--- src/rtl/serial_paralelo_lane_pkg.sv ---
// Shared PCIe lane symbols and lane state encoding.
// Imported by the serial-to-parallel lanes and the byte-joining stage.
package pcie_symbols;

  localparam int unsigned LANE_WIDTH = 8;

  localparam logic [7:0] COM = 8'hBC;
  localparam logic [7:0] SKP = 8'h1C;

  typedef enum logic [1:0] {
    SEARCH = 2'd0,
    SYNC   = 2'd1,
    ACTIVE = 2'd2
  } lane_state_t;

endpackage

--- src/rtl/serial_paralelo_lane_if.sv ---
// Bundle between a serial receive lane and its neighbours.
// The serial bit goes in; the aligned byte, its strobe and lock status come out.
interface serial_paralelo_lane_if
  import pcie_symbols::*;
#(
  parameter int unsigned WIDTH = LANE_WIDTH
);

  logic             data_in;
  logic [WIDTH-1:0] data_out;
  logic             valid_out;
  logic             active;

  modport master (
    output data_in,
    input  data_out,
    input  valid_out,
    input  active
  );

  modport slave (
    input  data_in,
    output data_out,
    output valid_out,
    output active
  );

endinterface

--- src/rtl/sp_shift_reg.sv ---
// MSB-first deserialiser. The window includes the bit currently on data_in,
// so only the older WIDTH-1 bits need storage.
module sp_shift_reg #(
  parameter int unsigned WIDTH = 8
) (
  input  logic             clk2M,
  input  logic             reset_L,
  input  logic             data_in,
  output logic [WIDTH-1:0] window
);

  logic [WIDTH-2:0] sr;

  assign window = {sr, data_in};

  // Shift one bit per clock; reset clears history so no stale COM can match.
  always_ff @(posedge clk2M) begin
    if (!reset_L) begin
      sr <= '0;
    end else begin
      sr <= window[WIDTH-2:0];
    end
  end

endmodule

--- src/rtl/serial_paralelo_lane.sv ---
// One receive lane: hunts for COM bit-by-bit, confirms byte alignment over
// LOCK_COMS consecutive COMs, then emits one byte plus strobe per WIDTH clocks.
// Falls back to hunting after COM_TIMEOUT consecutive non-COM bytes.
module serial_paralelo_lane
  import pcie_symbols::*;
#(
  parameter int unsigned     WIDTH       = LANE_WIDTH,
  parameter logic [WIDTH-1:0] COM        = pcie_symbols::COM,
  parameter int unsigned     LOCK_COMS   = 4,
  parameter int unsigned     COM_TIMEOUT = 16
) (
  input  logic                 clk2M,
  input  logic                 reset_L,
  serial_paralelo_lane_if.slave lane
);

  localparam int unsigned     BCW      = $clog2(WIDTH);
  localparam logic [BCW-1:0]  LAST_BIT = BCW'(WIDTH - 1);
  localparam logic [3:0]      LOCK_C   = 4'(LOCK_COMS);
  localparam logic [7:0]      TMO_C    = 8'(COM_TIMEOUT);

  lane_state_t      state;
  logic [BCW-1:0]   bit_cnt;
  logic [3:0]       com_cnt;
  logic [7:0]       miss_cnt;
  logic [WIDTH-1:0] window;
  logic [WIDTH-1:0] data_out_q;
  logic             valid_q;
  logic             active_q;

  logic             boundary;
  logic             is_com;
  logic [3:0]       com_nxt;
  logic [7:0]       miss_nxt;

  sp_shift_reg #(
    .WIDTH (WIDTH)
  ) u_shift (
    .clk2M   (clk2M),
    .reset_L (reset_L),
    .data_in (lane.data_in),
    .window  (window)
  );

  assign boundary = (bit_cnt == LAST_BIT);
  assign is_com   = (window == COM);
  assign com_nxt  = (com_cnt == LOCK_C) ? com_cnt : com_cnt + 4'd1;
  assign miss_nxt = (miss_cnt == TMO_C) ? miss_cnt : miss_cnt + 8'd1;

  assign lane.data_out  = data_out_q;
  assign lane.valid_out = valid_q;
  assign lane.active    = active_q;

  // Alignment FSM with counters and registered outputs.
  always_ff @(posedge clk2M) begin
    if (!reset_L) begin
      state      <= SEARCH;
      bit_cnt    <= '0;
      com_cnt    <= '0;
      miss_cnt   <= '0;
      data_out_q <= '0;
      valid_q    <= 1'b0;
      active_q   <= 1'b0;
    end else begin
      valid_q <= 1'b0;
      unique case (state)
        SEARCH: begin
          if (is_com) begin
            bit_cnt <= '0;
            com_cnt <= 4'd1;
            if (LOCK_C == 4'd1) begin
              state    <= ACTIVE;
              active_q <= 1'b1;
              miss_cnt <= '0;
            end else begin
              state <= SYNC;
            end
          end
        end

        SYNC: begin
          if (boundary) begin
            bit_cnt <= '0;
            if (is_com) begin
              com_cnt <= com_nxt;
              if (com_nxt == LOCK_C) begin
                state    <= ACTIVE;
                active_q <= 1'b1;
                miss_cnt <= '0;
              end
            end else begin
              state   <= SEARCH;
              com_cnt <= '0;
            end
          end else begin
            bit_cnt <= bit_cnt + 1'b1;
          end
        end

        ACTIVE: begin
          if (boundary) begin
            bit_cnt    <= '0;
            data_out_q <= window;
            valid_q    <= 1'b1;
            if (is_com) begin
              miss_cnt <= '0;
            end else if (miss_nxt == TMO_C) begin
              state    <= SEARCH;
              active_q <= 1'b0;
              miss_cnt <= '0;
              com_cnt  <= '0;
            end else begin
              miss_cnt <= miss_nxt;
            end
          end else begin
            bit_cnt <= bit_cnt + 1'b1;
          end
        end

        default: begin
          state    <= SEARCH;
          active_q <= 1'b0;
        end
      endcase
    end
  end

endmodule
--- src/flat_wrapper.sv ---
// flat-port wrapper written by rule: the top's interface ports become plain ports
module serial_paralelo_lane_flat import pcie_symbols::*;
#(
  parameter int unsigned     WIDTH       = LANE_WIDTH,
  parameter logic [WIDTH-1:0] COM        = pcie_symbols::COM,
  parameter int unsigned     LOCK_COMS   = 4,
  parameter int unsigned     COM_TIMEOUT = 16
)
  (clk2M, reset_L, lane_data_in, lane_data_out, lane_valid_out, lane_active);
  serial_paralelo_lane_if #(.WIDTH(WIDTH)) lane_i ();
  input  logic clk2M;
  input  logic reset_L;
  input wire logic [$bits(lane_i.data_in)-1:0] lane_data_in;
  output wire logic [$bits(lane_i.data_out)-1:0] lane_data_out;
  output wire logic [$bits(lane_i.valid_out)-1:0] lane_valid_out;
  output wire logic [$bits(lane_i.active)-1:0] lane_active;
  assign lane_i.data_in = lane_data_in;
  assign lane_data_out = lane_i.data_out;
  assign lane_valid_out = lane_i.valid_out;
  assign lane_active = lane_i.active;
  serial_paralelo_lane #(.WIDTH(WIDTH), .COM(COM), .LOCK_COMS(LOCK_COMS), .COM_TIMEOUT(COM_TIMEOUT)) u_core (.clk2M(clk2M), .reset_L(reset_L), .lane(lane_i));
endmodule
--- config.mk ---
export PLATFORM = sky130hd
export DESIGN_NAME = serial_paralelo_lane_flat
export DESIGN_NICKNAME = d
export VERILOG_FILES = /design/src/rtl/serial_paralelo_lane_pkg.sv /design/src/rtl/serial_paralelo_lane_if.sv /design/src/rtl/sp_shift_reg.sv /design/src/rtl/serial_paralelo_lane.sv /design/src/flat_wrapper.sv
export SDC_FILE = /design/constraint.sdc
export NUM_CORES = 1
export LEC_CHECK = 0
export CAP_MARGIN = 15
export CORE_MARGIN = 5
export CORE_UTILIZATION = 58
export CTS_CLUSTER_SIZE = 30
export DETAILED_ROUTE_END_ITERATION = 6
export PLACE_DENSITY = 0.79
export SYNTH_ARGS = -nofsm -noshare
export SYNTH_HDL_FRONTEND = slang
export SYNTH_SLANG_ARGS = --single-unit
export TNS_END_PERCENT = 100
--- constraint.sdc ---
create_clock -name clk2M -period 2.6 [get_ports clk2M]
set_clock_uncertainty 0.2 [all_clocks]
set_input_delay 0.26 -clock clk2M [delete_from_list [all_inputs] [get_ports clk2M]]
set_output_delay 0.26 -clock clk2M [all_outputs]
set_load 0.05 [all_outputs]
# Word-level counts from Yosys, hierarchy flattened

Cells that the tools add are included.

Register bits: 34
Memories: 0
Input port bits: 3
Latch bits: 0
Word-level logic and storage cells: 75
Output and inout bits: 10
Bits in writable memories: 0
ROM bits: 0

Div/mod/pow operators: 0
Shift operators: 0
Equality and inequality tests: 16
Bitwise operators: 1
Multiplexer cells: 35
$add $sub $neg: 3
$mul: 0
Reductions and logical operators: 12
Magnitude comparators: 0

Operators with widths:

| cell                | count |
|---|---|
| $mux 8              | 7 |
| $mux 4              | 7 |
| $eq 8x5->1 const B  | 2 |
| $pmux 8 s2          | 1 |
| $mux 2              | 7 |
| $ne 2x1->1 const B  | 6 |
| $pmux 4 s3          | 1 |
| $reduce_and 6->1    | 2 |
| $add 8x1->8 const B | 1 |
| $eq 4x3->1 const B  | 2 |
| $eq 8x8->1 const B  | 1 |
| $mux 1              | 7 |
| $reduce_and 7->1    | 1 |
| $mux 3              | 2 |
| $pmux 2 s3          | 1 |
| $pmux 3 s2          | 1 |
| $reduce_and 2->1    | 3 |
| $reduce_and 5->1    | 1 |
| $add 4x1->4 const B | 1 |
| $reduce_bool 2->1   | 2 |
| $add 3x1->3 const B | 1 |
| $eq 3x3->1 const B  | 1 |
| $ne 3x3->1 const B  | 1 |
| $pmux 1 s3          | 1 |
| other kinds (7)     | 7 |

# Logic depth before layout (Yosys ltp)

Depth in word-level cells: 7
Mapped depth: 9
Gate-level depth less buffers: 8

# By module

From an unflattened synthesis, not the netlist that was laid out.

Cells, all modules: 244
Area total of the unflattened synthesis: 2023.2 um2

By module, submodules not included:

| module               | cells each | times used | seq. area each (um2) | area an instance (um2) |
|---|---|---|---|---|
| serial_paralelo_lane | 229        | 1          | 540.5                | 1831.8 |
| sp_shift_reg         | 15         | 1          | 140.1                | 191.4 |

# Least setup slack after synthesis

OpenSTA, ideal clock, no wires.

Path kind: register to register
Start point: register u_core.miss_cnt[0]
End point: register u_core.active_q, in the netlist u_core.lane.active
Data arrival time: 2.116 ns
Library setup time: 0.060 ns
Setup slack: 0.225 ns
Required time: 2.340 ns
Clock period less this slack: 2.375 ns
Buffers on the path: 0
Cell stages (with the launch flop): 8
Path through: dfxtp_1 ha_1 nand3_1 o21ai_0 a211o_1 o41a_1 o41ai_2 o311a_1

Longest elaborated chain between the ends: 5
Elaborated cells between the ends (all ways): 6
Classes of those cells: add/sub (1); eq/ne (3); mux (1); reduce/logical (1)

Ends and longest elaborated chain:

| what                                             | RTL line                    | RTL |
|---|---|---|
| from (decl)                                      | serial_paralelo_lane.sv:25  | `logic [7:0] miss_cnt;` |
| from (signal assigned)                           | serial_paralelo_lane.sv:113 | `miss_cnt <= miss_nxt;` |
| $add 8x1->8 / $eq 8x5->1 (equally long branches) | serial_paralelo_lane.sv:48  | `assign miss_nxt = (miss_cnt == TMO_C) ? miss_cnt : miss_cnt + 8'd1;` |
| $mux 8 *                                         | serial_paralelo_lane.sv:48  |  |
| $eq 8x5->1 *                                     | serial_paralelo_lane.sv:107 | `end else if (miss_nxt == TMO_C) begin` |
| $ne 2x1->1 (no line) *                           | n/a                         |  |
| $reduce_and 7->1 (no line) *                     | n/a                         |  |
| to (signal assigned)                             | serial_paralelo_lane.sv:63  | `active_q <= 1'b0;` |
| to (signal assigned)                             | serial_paralelo_lane.sv:109 | `active_q <= 1'b0;` |
| to (signal assigned)                             | serial_paralelo_lane.sv:122 | `active_q <= 1'b0;` |
| to (decl)                                        | serial_paralelo_lane.sv:29  | `logic active_q;` |

Mark *: on every way between the ends. The rest lies on a longest branch, timed or not.
A chain may end at the register's enable or synchronous reset.

# Worst setup path in the final report

Ends and elaborated chain as after synthesis.

==> results.rst <==
.. list-table::
   :header-rows: 1

   * - Metric
     - Value
   * - Aggregate negative setup slack
     - 0 ns
   * - Count of final max-slew check failures
     - 0
   * - Synthesized area divided by synthesized cell count
     - 8.40 sq um
   * - Number of design-rule violations left by the first detailed-router iteration
     - 156
   * - Main area contributors after synthesis
     - dfxtp_1 37%, ha_1 6.8%, a21oi_1 5.5%
   * - Library cell with the largest summed area after synthesis
     - dfxtp_1
   * - Max-cap violations
     - 0
   * - EDFF count, synth
     - 0
   * - Result of the run
     - completed
   * - Slew at the pin with the worst max-slew slack
     - 0.522 ns
   * - Reg power frac
     - 50.6%
   * - Global Route Usage Sum
     - 20.6%
   * - TritonCTS clock tree
     - built
   * - Detailed-route wire length per cell
     - 15.1 um
   * - Number of nets in the finished design
     - 244
   * - Post-detailed-route DRC marker count
     - 0
   * - Height of the chip
     - 66.2 um
   * - Max Buffers Root-to-Sink
     - 2
   * - Maximum vdd ir drop
     - 0.352 mV
   * - Starting Density
     - 60.0%
   * - Post-synthesis sequential element count
     - 34
   * - Net switching share of the total power
     - 20.0%
   * - Total detailed-routing wirelength
     - 4.18 mm
   * - Die Span X
     - 66.2 um
   * - Count of unique library cells instantiated by Yosys
     - 50
   * - Rel. slew slack
     - 65.1%
   * - Row cnt
     - 20
   * - Type of the worst setup path
     - flip-flop to flip-flop
   * - Highest attainable clock frequency
     - 0.402 GHz
   * - Routability congestion estimate from global placement
     - 1.02
   * - Clk_lat worst skew
     - 0.35 ns
   * - CP endpoint kind
     - flip-flop
   * - Layout area overhead
     - 14.7%
   * - Pin count of the biggest net entering global routing
     - 17
   * - Drt via density
     - 6.00
   * - Synth warnings
     - 0
   * - Fin. Hold Viols
     - 0
   * - Static leakage power
     - 0.770 nW
   * - Data arrival time of the worst path
     - 2.59 ns
   * - Via total after detailed routing
     - 1656
   * - Antenna fix cells
     - 0
   * - Worst Path Max Fanout
     - 7
   * - Initial antenna violation count
     - 0
   * - Placed Area
     - 1990 sq um
   * - Detailed Routing Iterations Pass 1
     - 4
   * - Most instantiated flip-flop cell in the synthesis netlist
     - dfxtp_1
   * - Post-synthesis cell area
     - 1830 sq um
   * - Buffers inserted during post-CTS setup optimization
     - 0
   * - Critical path data required time
     - 2.70 ns
   * - Clk sink count
     - 34
   * - Number of instances resized during post-cts repair
     - 0
   * - Global route total overflow
     - 0
   * - Clock Root Buffer
     - clkbuf_4
   * - Clock power frac
     - 47.9%
   * - Post-synth ARST share
     - 0%
   * - Utilization of the core after routing
     - 68.8%
   * - Wire length of the first global-routing pass
     - 6.92 mm
   * - Post-DP HPWL
     - 3.07 mm
   * - Share of synthesized area occupied by flip-flops and latches
     - 37.2%
   * - Final period demand of the worst path
     - 2.49 ns
   * - Die Outline Area
     - 4380 sq um
   * - Fillcell total
     - 247
   * - Clock edge transition at the registers on the reported setup and hold paths
     - 0.12 ns
   * - H-Tree Level Count
     - 2
   * - Yosys top cell area share
     - 37.2%
   * - Type of element launching the critical path
     - flip-flop
   * - Kind of path behind the tightest hold check
     - flip-flop to flip-flop
   * - Synthesized netlist net count
     - 231
   * - IO Count
     - 13
   * - Mapped Cells
     - 218
   * - Most frequent cells after synthesis
     - 34 x dfxtp_1, 20 x a21oi_1, 19 x nand2_1
   * - Leading cell type by number of instances after synthesis
     - dfxtp_1
   * - Period utilization
     - 95.7%
   * - Layout cells sized above 1
     - 9.05%
   * - Final Setup Violations
     - 0
   * - Final design area excluding fillers
     - 2100 sq um
   * - Cts bufs inserted
     - 5
   * - Areal power density over the cells
     - 494 nW/um^2
   * - Core area
     - 3050 sq um
   * - CTS hold repair buffers
     - 0
   * - Logic pwr share
     - 1.5%
   * - Via count of the first global-routing pass
     - 1574
   * - Cell-internal power
     - 0.830 mW
   * - Number of routed nets with antenna violations
     - 0
   * - Setup repair after global routing missed its margin
     - no
   * - Net switching power of the design
     - 0.207 mW
   * - Number of I/O port buffers
     - 12
## sequential cells by signal, summed over array words and instances (netlist names)
name	count
u_core.bit_cnt	3
u_core.u_shift.sr	7
u_core.lane.data_out	8
u_core.lane.valid_out	1
u_core.miss_cnt	8
u_core.com_cnt	4
u_core.lane.active	1
u_core.state	2
## cell families after synthesis
logic type                 share of synthesized area (%)
DFF                                                 37.2
AOI/OAI and AO/OA                                   24.3
xor gates and xnor gates                            1.43
buffers and inverters                               5.19
and+or+nand+nor                                     24.0
adders and majority gates                           6.83
muxes                                               1.09
## final cells by class
cell class | instances | area (sq um) | share of cell area (%)
multi-input combinational | 162 | 1060 | 50.4
clock inverter | 3 | 68.8 | 3.28
timing repair buffer | 17 | 158 | 7.50
clock buffer | 5 | 37.5 | 1.79
sequential | 34 | 682 | 32.5
inverter | 11 | 41.3 | 1.97
tap | 44 | 55.1 | 2.62
## placed cells by master (no fill, tap or decap), types with 3 or more instances in the layout
cell             instances
a21o_1                   3
a21oi_1                 20
a31oi_1                  4
a32oi_1                  3
and2_1                   9
buf_4                    5
clkbuf_4                 5
clkdlybuf4s50_1         12
dfxtp_1                 33
ha_1                     9
inv_1                   11
nand2_1                 19
nand2b_1                 4
nand3_1                 15
nand4_1                  3
nor2_1                  11
nor2b_1                  3
nor3_1                   3
o21a_1                   4
o21ai_0                  7
o21ai_1                  3
## power groups by stage
stage / combinational, mW / sequential, mW / clock (mW)
floorplan: 0.00882 / 0.536 / 0
global placement: 0.0149 / 0.537 / 0
detailed placement: 0.0155 / 0.537 / 0
CTS: 0.0156 / 0.525 / 0.502
global route: 0.0171 / 0.525 / 0.533
finish: 0.0158 / 0.525 / 0.497
## routing by layer
layer / GRT usage (%) / part of all wire, % / vias to the layer above
met4: 8.12 / 1.8 / 0
met3: 5.95 / 5.6 / 13
met2: 35.9 / 50 / 50
li1: - / - / 820
met5: 0 / 0 / -
met1: 23.2 / 43 / 773
## worst paths after layout
check	startpoint	end	slack [ns]	cells after the start
max	u_core.miss_cnt[0]$_SDFFE_PN0P_	u_core.lane.active$_SDFFE_PN0P_	0.11	7
max reg2reg	u_core.miss_cnt[0]$_SDFFE_PN0P_	u_core.lane.active$_SDFFE_PN0P_	0.11	7
min	u_core.lane.data_out[1]$_SDFFE_PN0P_	u_core.lane.data_out[1]$_SDFFE_PN0P_	0.26	2
min reg2reg	u_core.lane.data_out[1]$_SDFFE_PN0P_	u_core.lane.data_out[1]$_SDFFE_PN0P_	0.26	2
## critical path: stages (launching register included)
cell	delay (ns)
dfxtp_2	0.37
ha_2	0.23
nand3_1	0.17
o21ai_0	0.11
a211o_1	0.33
o41a_1	0.53
o41ai_2	0.30
o311a_1	0.19
## per-stage QoR
stage | total power [mW] | setup slack [ns] | hold WS [ns] | instances
6_report | 1.04 | 0.111 | 0.261 | 276
3_3_place_gp | 0.551 | 0.146 | 0.241 | 268
5_1_grt | 1.08 | 0.00198 | 0.287 | 276
3_5_place_dp | 0.552 | 0.0545 | 0.247 | 268
4_1_cts | 1.04 | 0.0271 | 0.264 | 276
2_1_floorplan | 0.545 | 0.225 | 0.182 | 218
No activity file was read; power rests on OpenSTA's default activity.
